--- src/rtl/beehive_vr_pkg.sv ---
// Shared widths and types for the VR replication blocks.
// Holds message field widths, the vote bitmap width and the START_CHANGE collector state type.
package beehive_vr_pkg;

  localparam int CONFIG_NODE_CNT_W = 4;
  localparam int CONFIG_ADDR_W     = 4;
  localparam int INT_W             = 32;
  localparam int VOTE_MAP_W        = 2 ** CONFIG_ADDR_W;

  typedef enum logic [1:0] {
    SC_IDLE,
    SC_COLLECT,
    SC_QUORUM,
    SC_HIGHER
  } start_change_collect_state_e;

endpackage

--- src/rtl/vr_vote_bitmap.sv ---
// Per-replica seen bitmap with a distinct-vote counter.
// Reused by every quorum collector in the view-change and commit paths.
module vr_vote_bitmap
  import beehive_vr_pkg::*;
(
  input  logic                         clk,
  input  logic                         rst_n,
  input  logic                         clr,
  input  logic                         set_en,
  input  logic [CONFIG_ADDR_W-1:0]     idx,
  output logic                         hit,
  output logic [CONFIG_NODE_CNT_W-1:0] cnt
);

  logic [VOTE_MAP_W-1:0] map;

  assign hit = map[idx];

  // NOTE: the map is a handful of flops, so it is reset rather than left for the first
  // clear to initialise; a vote cannot be counted from garbage after power-up.
  always_ff @(posedge clk or negedge rst_n) begin
    if (!rst_n) begin
      map <= '0;
      cnt <= '0;
    end else if (clr) begin
      map <= '0;
      cnt <= '0;
    end else if (set_en && !hit) begin
      map[idx] <= 1'b1;
      cnt      <= cnt + CONFIG_NODE_CNT_W'(1);
    end
  end

endmodule

--- src/rtl/start_change_collect.sv ---
// Collects START_CHANGE messages from peers for the view being changed to,
// signalling quorum at f distinct votes or reporting any higher view seen.
module start_change_collect
  import beehive_vr_pkg::*;
(
  input  logic                         clk,
  input  logic                         rst_n,
  input  logic [CONFIG_NODE_CNT_W-1:0] cluster_size,
  input  logic [INT_W-1:0]             my_index,
  input  logic                         arm,
  input  logic [INT_W-1:0]             target_view,
  output logic                         arm_rdy,
  input  logic                         msg_val,
  input  logic [INT_W-1:0]             msg_view,
  input  logic [INT_W-1:0]             msg_replica_idx,
  output logic                         msg_rdy,
  output logic                         quorum_val,
  output logic [INT_W-1:0]             quorum_view,
  input  logic                         quorum_rdy,
  output logic                         higher_view_val,
  output logic [INT_W-1:0]             higher_view,
  input  logic                         higher_view_rdy,
  output logic [CONFIG_NODE_CNT_W-1:0] vote_cnt
);

  start_change_collect_state_e state;
  logic [INT_W-1:0]             view_reg;
  logic [CONFIG_NODE_CNT_W-1:0] thresh;
  logic                         idx_ok;
  logic                         reached;
  logic                         map_clr;
  logic                         map_set;
  logic                         map_hit;

  assign thresh      = (cluster_size - CONFIG_NODE_CNT_W'(1)) >> 1;
  assign reached     = (vote_cnt >= thresh);
  assign idx_ok      = (msg_replica_idx != my_index) &&
                       (msg_replica_idx < INT_W'(cluster_size));
  assign quorum_view = view_reg;

  // arm_rdy is only high in IDLE/COLLECT, so an accepted arm always restarts the map.
  assign map_clr = arm && arm_rdy;
  assign map_set = (state == SC_COLLECT) && msg_val && !arm && !reached &&
                   idx_ok && (msg_view == view_reg);

  vr_vote_bitmap u_bitmap (
    .clk    (clk),
    .rst_n  (rst_n),
    .clr    (map_clr),
    .set_en (map_set),
    .idx    (msg_replica_idx[CONFIG_ADDR_W-1:0]),
    .hit    (map_hit),
    .cnt    (vote_cnt)
  );

  // NOTE: all state here is updated with non-blocking assignments so every branch reads
  // the pre-edge values of state and view_reg, regardless of statement order.
  always_ff @(posedge clk or negedge rst_n) begin
    if (!rst_n) begin
      state           <= SC_IDLE;
      view_reg        <= '0;
      higher_view     <= '0;
      quorum_val      <= 1'b0;
      higher_view_val <= 1'b0;
      msg_rdy         <= 1'b1;
      arm_rdy         <= 1'b1;
    end else begin
      case (state)
        SC_IDLE: begin
          if (arm) begin
            view_reg <= target_view;
            state    <= SC_COLLECT;
          end
        end
        SC_COLLECT: begin
          if (arm) begin
            view_reg <= target_view;
          end else if (reached) begin
            state      <= SC_QUORUM;
            quorum_val <= 1'b1;
            msg_rdy    <= 1'b0;
            arm_rdy    <= 1'b0;
          end else if (msg_val && idx_ok && (msg_view > view_reg)) begin
            higher_view     <= msg_view;
            state           <= SC_HIGHER;
            higher_view_val <= 1'b1;
            msg_rdy         <= 1'b0;
            arm_rdy         <= 1'b0;
          end
        end
        SC_QUORUM: begin
          if (quorum_rdy) begin
            state      <= SC_IDLE;
            quorum_val <= 1'b0;
            msg_rdy    <= 1'b1;
            arm_rdy    <= 1'b1;
          end
        end
        SC_HIGHER: begin
          if (higher_view_rdy) begin
            state           <= SC_IDLE;
            higher_view_val <= 1'b0;
            msg_rdy         <= 1'b1;
            arm_rdy         <= 1'b1;
          end
        end
        default: begin
          state           <= start_change_collect_state_e'('x);
          quorum_val      <= 1'bx;
          higher_view_val <= 1'bx;
          msg_rdy         <= 1'bx;
          arm_rdy         <= 1'bx;
        end
      endcase
    end
  end

endmodule

--- config.mk ---
export PLATFORM = sky130hd
export DESIGN_NAME = start_change_collect
export DESIGN_NICKNAME = d
export VERILOG_FILES = /design/src/rtl/beehive_vr_pkg.sv /design/src/rtl/vr_vote_bitmap.sv /design/src/rtl/start_change_collect.sv
export SDC_FILE = /design/constraint.sdc
export NUM_CORES = 1
export LEC_CHECK = 0
export CAP_MARGIN = 5
export CORE_AREA = 2 2 101 113
export CTS_BUF_LIST = sky130_fd_sc_hd__clkbuf_8
export DETAILED_ROUTE_END_ITERATION = 16
export DIE_AREA = 0 0 103 115
export HOLD_SLACK_MARGIN = 0.03
export PLACE_DENSITY = 0.88
export SKIP_CTS_REPAIR_TIMING = 1
export SYNTH_ARGS = -nofsm -noshare
export SYNTH_HDL_FRONTEND = slang
export SYNTH_SLANG_ARGS = --single-unit
--- constraint.sdc ---
create_clock -name clk -period 7.85 [get_ports clk]
set_input_delay 1.1775 -clock clk [delete_from_list [all_inputs] [get_ports clk]]
set_output_delay 1.1775 -clock clk [all_outputs]
set_load 0.01 [all_outputs]
# ---- Yosys cells after proc, flatten, opt, wreduce, memory -nomap -nowiden
# Cells that the tools add are included.
dict set report word_totals {
  register_bits 89
  wordCells 87
  memories 0
  ram_bits 0
  out_inout_bits 72
  mem_bits_ro 0
  latchBits 0
}
dict set report classes {
  n_mux 30
  add_sub_neg 2
  n_div 0
  n_bitwise 3
  n_eq_ne 13
  n_lt_le_gt_ge 5
  n_shift 0
  n_reduce_logical 26
  mul 0
}
# operator count
set op_table {}
lappend op_table {{32-bit == test} 1}
lappend op_table {{32-bit > comparator} 1}
lappend op_table {{32-bit by 4-bit < comparator with 1-bit output} 1}
lappend op_table {{16-bit 2-to-1 mux} 2}
lappend op_table {{32-bit != test} 1}
lappend op_table {{16-bit OR} 1}
lappend op_table {{5-bit AND reduction} 3}
lappend op_table {{1-bit 2-to-1 mux} 14}
lappend op_table {{2-bit 2-to-1 mux} 6}
lappend op_table {{2-bit != test, second input constant} 6}
lappend op_table {{1-bit logical AND} 11}
lappend op_table {{4-bit 2-to-1 mux} 2}
lappend op_table {{2-bit case mux with 4 select lines} 1}
lappend op_table {{4-bit AND reduction} 2}
lappend op_table {{2-bit nonzero test} 3}
lappend op_table {{4-bit by 5-bit < comparator with 1-bit output, second input constant} 1}
lappend op_table {{4-bit by 1-bit adder with 4-bit output, second input constant} 1}
lappend op_table {{1-bit binary-select mux with 4-bit select} 1}
lappend op_table {{1-bit demux with 4-bit select} 1}
lappend op_table {{2-bit == test, second input constant} 2}
lappend op_table {{4-bit by 1-bit >= comparator with 1-bit output, second input constant} 1}
lappend op_table {{4-bit by 3-bit >= comparator with 1-bit output} 1}
lappend op_table {{1-bit case mux with 2 select lines} 2}
lappend op_table {{4-bit by 1-bit subtractor with 4-bit output, second input constant} 1}
lappend op_table {{other kinds (10)} 13}

# ---- Logic depth before layout (Yosys ltp)
dict set report depth {
  depth_word 9
  depth_mapped 13
  ltp_nobuf 11
}

# ---- By module
# A second synthesis with hierarchy kept.
dict set report unflattened {
  hier_cells 518
  area_unflattened_um2 5351.4
}
# mod area_per_inst_um2 instances cells_per_inst
set modules_own_cells {}
lappend modules_own_cells {start_change_collect 4197.8 1 408}
lappend modules_own_cells {vr_vote_bitmap 1153.6 1 110}

# ---- Least setup slack after synthesis
# OpenSTA, ideal clock, no wires.
dict set report synth_timing {
  path_type {input to register}
  start {input port cluster_size[1]}
  end {register higher_view[0]}
  arrival_ps 3497
  stages 12
  path_slack_ps 4225
  n_path_buf 1
  setup_ps 128
  t_required_ps 7722
  cell_sequence {inv_1 > ha_1 > inv_1 > ha_1 > nand2b_1 > a21o_1 > a211o_1 > nor2_1 > nand2_1 > nor3_2 > buf_2 > mux2_1}
}
dict set report synth_via {
  elab_chain_len 5
}
# item line
set synth_lines {}
lappend synth_lines {{start, declared} start_change_collect.sv:8} ;# input logic [CONFIG_NODE_CNT_W-1:0] cluster_size,
lappend synth_lines {{32-bit by 4-bit < comparator with 1-bit output} start_change_collect.sv:38} ;# (msg_replica_idx < INT_W'(cluster_size));
lappend synth_lines {{1-bit logical AND} start_change_collect.sv:37} ;# assign idx_ok = (msg_replica_idx != my_index) &&
lappend synth_lines {{1-bit logical AND (2 in a row)} start_change_collect.sv:83} ;# end else if (msg_val && idx_ok && (msg_view > view_reg)) begin
lappend synth_lines {{4-bit AND reduction (no source line) (*)} n/a}
lappend synth_lines {{end signal, assigned} start_change_collect.sv:84} ;# higher_view <= msg_view;
lappend synth_lines {{end, declared} start_change_collect.sv:21} ;# output logic [INT_W-1:0] higher_view,
# Mark *: on every way between the ends. The rest lies on a longest branch, timed or not.
# A chain may end at the register's enable or synchronous reset.

# ---- Final worst setup path
dict set report layout_timing {
  start {input port cluster_size[1]}
  end {register higher_view[31]}
}
# The elaborated chain is that of the path after synthesis.

==> out/qor.txt <==
Status - finished clean
Final #Nets - 867
Tightest Pin Transition - 1.12 ns
Worst-case clock buffer depth - 2
GRT Residual Overflow - 0
Period utilization - 58.1%
DRT Wirelength - 14.6 mm
Syn nets - 662
Post-DRT Antenna Nets - 0
Critical path fanouts, max - 18
Post-synthesis xor/xnor area fraction - 5.93%
Setup slack after layout - 3.29 ns
Rel. slew slack - 25.6%
Clock-pin slew on the worst setup and hold paths - 0.09 ns
Mapped Avg Cell Area - 10.4 µm²
Die Y-Extent - 115 µm
IO buf count - 209
Critical path data required time - 8.10 ns
RD Place Congestion - 0.855
Worst r2r src - quorum_view[30]
Leak - 0.00328 µW
WP data arrival - 4.80 ns
CTS tree - built
Antenna cells - 0
Drt drc - 0
Final min period - 4.56 ns
Post-synth EDFFs - 0
Post-Route Utilization - 69.2%
Adder-cell share of the synthesized area - 9.96%
Vias in the first global route - 4,678
Kind of critical path - primary input to register
Ports - 210
Initial antenna violation count - 0
Via count - 4,482
Final Setup Violations - 0
H-Tree Depth - 3
Post-synthesis sequential area ratio - 44.4%
Most common cell in the synthesized netlist - dfrtp_1
Commonest cells in the netlist - 88 x dfrtp_1, 67 x nand2_1, 40 x ha_1, 39 x inv_1, 38 x o21ai_0
Hold Path Class - register to register
MaxCap Viol Count - 0
Pwr dens - 202 mW/mm²
Synthesized area - 0.00502 mm²
Netlist cell types - 51
Area grow syn2layout - 47.5%
Post-Synth Simple-Gate Area - 12.7%
CP Launch Type - primary input
DIE AREA - 0.0118 mm²
Post-synth ARST share - 100%
Initial DRC Count - 177
Rows - 40
Yosys top cell by area - dfrtp_1
Setup TNS - 0 ns
Worst skew pair latency - 0.36 ns
Die width - 103 µm
Final hold violation count - 0
Synth warn - 0
Post-synthesis mux area share - 10.4%
Worst slack at placement - 2.94 ns
Final HPWL DP - 11.8 mm
Pre-antenna DRT Iters - 4
RSZ-0062 raised after global routing - no
Core area - 0.0107 mm²
Largest family of logic cells by synthesized area - simple AND/OR/NAND/NOR gates
Synth area leaders - dfrtp_1 44%, ha_1 10%, mux2_1 7.2%
Worst VDD drop - 0.0914 mV
Post-DR vias/cell - 5.33
# fillers - 814
Root Buffer - clkbuf_8
Most used DFF post-synth - dfrtp_1
Synth Instances - 484
Max Slew Vio Count - 0
Drt wl/cell - 17.4 µm
Fin Clk Skew - 0.0143 ns
# clock sinks - 89
Crit end category - register
Worst reg2reg path depth - 9
All-layer global routing usage - 24.8%
R2R Setup Slk - 4.30 ns
Top cell type's share of synthesized area - 43.8%
Seq cells post-synth - 89
Synth Area in Compound Gates - 11.8%
Starting Density - 46.9%
Hold_sp - u_bitmap.map[1]
Num CTS Buffers - 9
Max Fclk - 219 MHz
Pin count of the biggest net entering global routing - 90
R2R Path End - higher_view[31]
First-pass GRT wire length - 22.8 mm
Share of cells above drive strength 1 - 5.04%
Hold path endpoint - u_bitmap.map[1]
Hold-critical path depth - 2
[through the flow]
step           std cells  hold WS [ns]  instance area, µm²  power, µW
2_1_floorplan        484         0.440                5020        891
3_3_place_gp         825         0.451                7230       1180
3_5_place_dp         825         0.465                7230       1210
4_1_cts              841         0.486                7410       1500
5_1_grt              841         0.503                7410       1600
6_report             841         0.483                7410       1500
[registers in the layout (all words and copies together) (netlist names)]
register         cells
higher_view         32
quorum_val           1
quorum_view         32
u_bitmap.map        16
msg_rdy              1
state                2
higher_view_val      1
u_bitmap.cnt         4
[where the power goes]
part / leakage [µW] / internal, µW / switching, µW
combinational: 0.00201 / 311 / 312
sequential: 0.00118 / 533 / 51.6
clock: 0.0000898 / 118 / 174
total: 0.00328 / 961 / 537
[worst max-delay path by stage]
stage                    start  depth (start not counted)  slack, ns         endpoint
2_1_floorplan  cluster_size[1]                         12       4.23   higher_view[0]
3_3_place_gp   cluster_size[0]                         13       3.10  higher_view[24]
3_5_place_dp   cluster_size[0]                         13       2.94  higher_view[31]
4_1_cts        cluster_size[0]                         13       3.31   higher_view[0]
5_1_grt        cluster_size[1]                         13       3.11  higher_view[24]
6_report       cluster_size[1]                         13       3.29  higher_view[31]
[layout make-up]
type	instances	area (µm²)	area share, %
Clock inverter	7	56.3	0.760
Timing Repair Buffer	211	2100	28.4
Multi-Input combinational cell	339	2560	34.6
Inverter	39	146	1.98
Sequential cell	89	2230	30.1
Clock buffer	9	124	1.67
Tap cell	147	184	2.48
[routing by layer]
layer  vias to the layer above  GRT usage (%)  share of wire [%]
met2                       143           43.4                 53
met3                        43           4.74                5.3
met4                         0           10.9                3.5
met1                      2178           29.3                 38
li1                       2118              -                  -
met5                         -              0                  0
[cell usage in the layout, fill, tap and decap left out, drive strengths merged, types with 3 or more instances in the layout]
| cell type | instances |
|---|---|
| nand3 | 6 |
| a21oi | 15 |
| dfrtp | 88 |
| nand2b | 7 |
| clkbuf | 9 |
| buf | 3 |
| clkdlybuf4s50 | 208 |
| mux2 | 33 |
| a21o | 4 |
| xnor2 | 34 |
| o21a | 3 |
| nand4 | 18 |
| nor4 | 9 |
| mux4 | 5 |
| mux2i | 3 |
| clkinv | 5 |
| nand2 | 67 |
| nor2 | 13 |
| inv | 40 |
| ha | 40 |
| nor3 | 5 |
| o31ai | 16 |
| o21ai | 40 |
[kinds of logic after synthesis]
group	Yosys count
AO/OA/AOI/OAI	91
XOR/XNOR	34
adder cells (fa/ha/maj)	40
buffers and inverters	56
flip-flops	89
multiplexers	41
AND/OR/NAND/NOR	133
[critical path: stages]
cell,delay [ns]
clkdlybuf4s50_1,0.50
inv_1,0.07
ha_1,0.27
inv_1,0.04
ha_1,0.26
nand2b_1,0.16
a21o_1,0.18
a211o_1,0.32
nor2_1,0.14
nand2_1,0.15
nor3_4,0.76
buf_4,0.41
mux2_1,0.36
No activity file was read; power rests on OpenSTA's default activity.
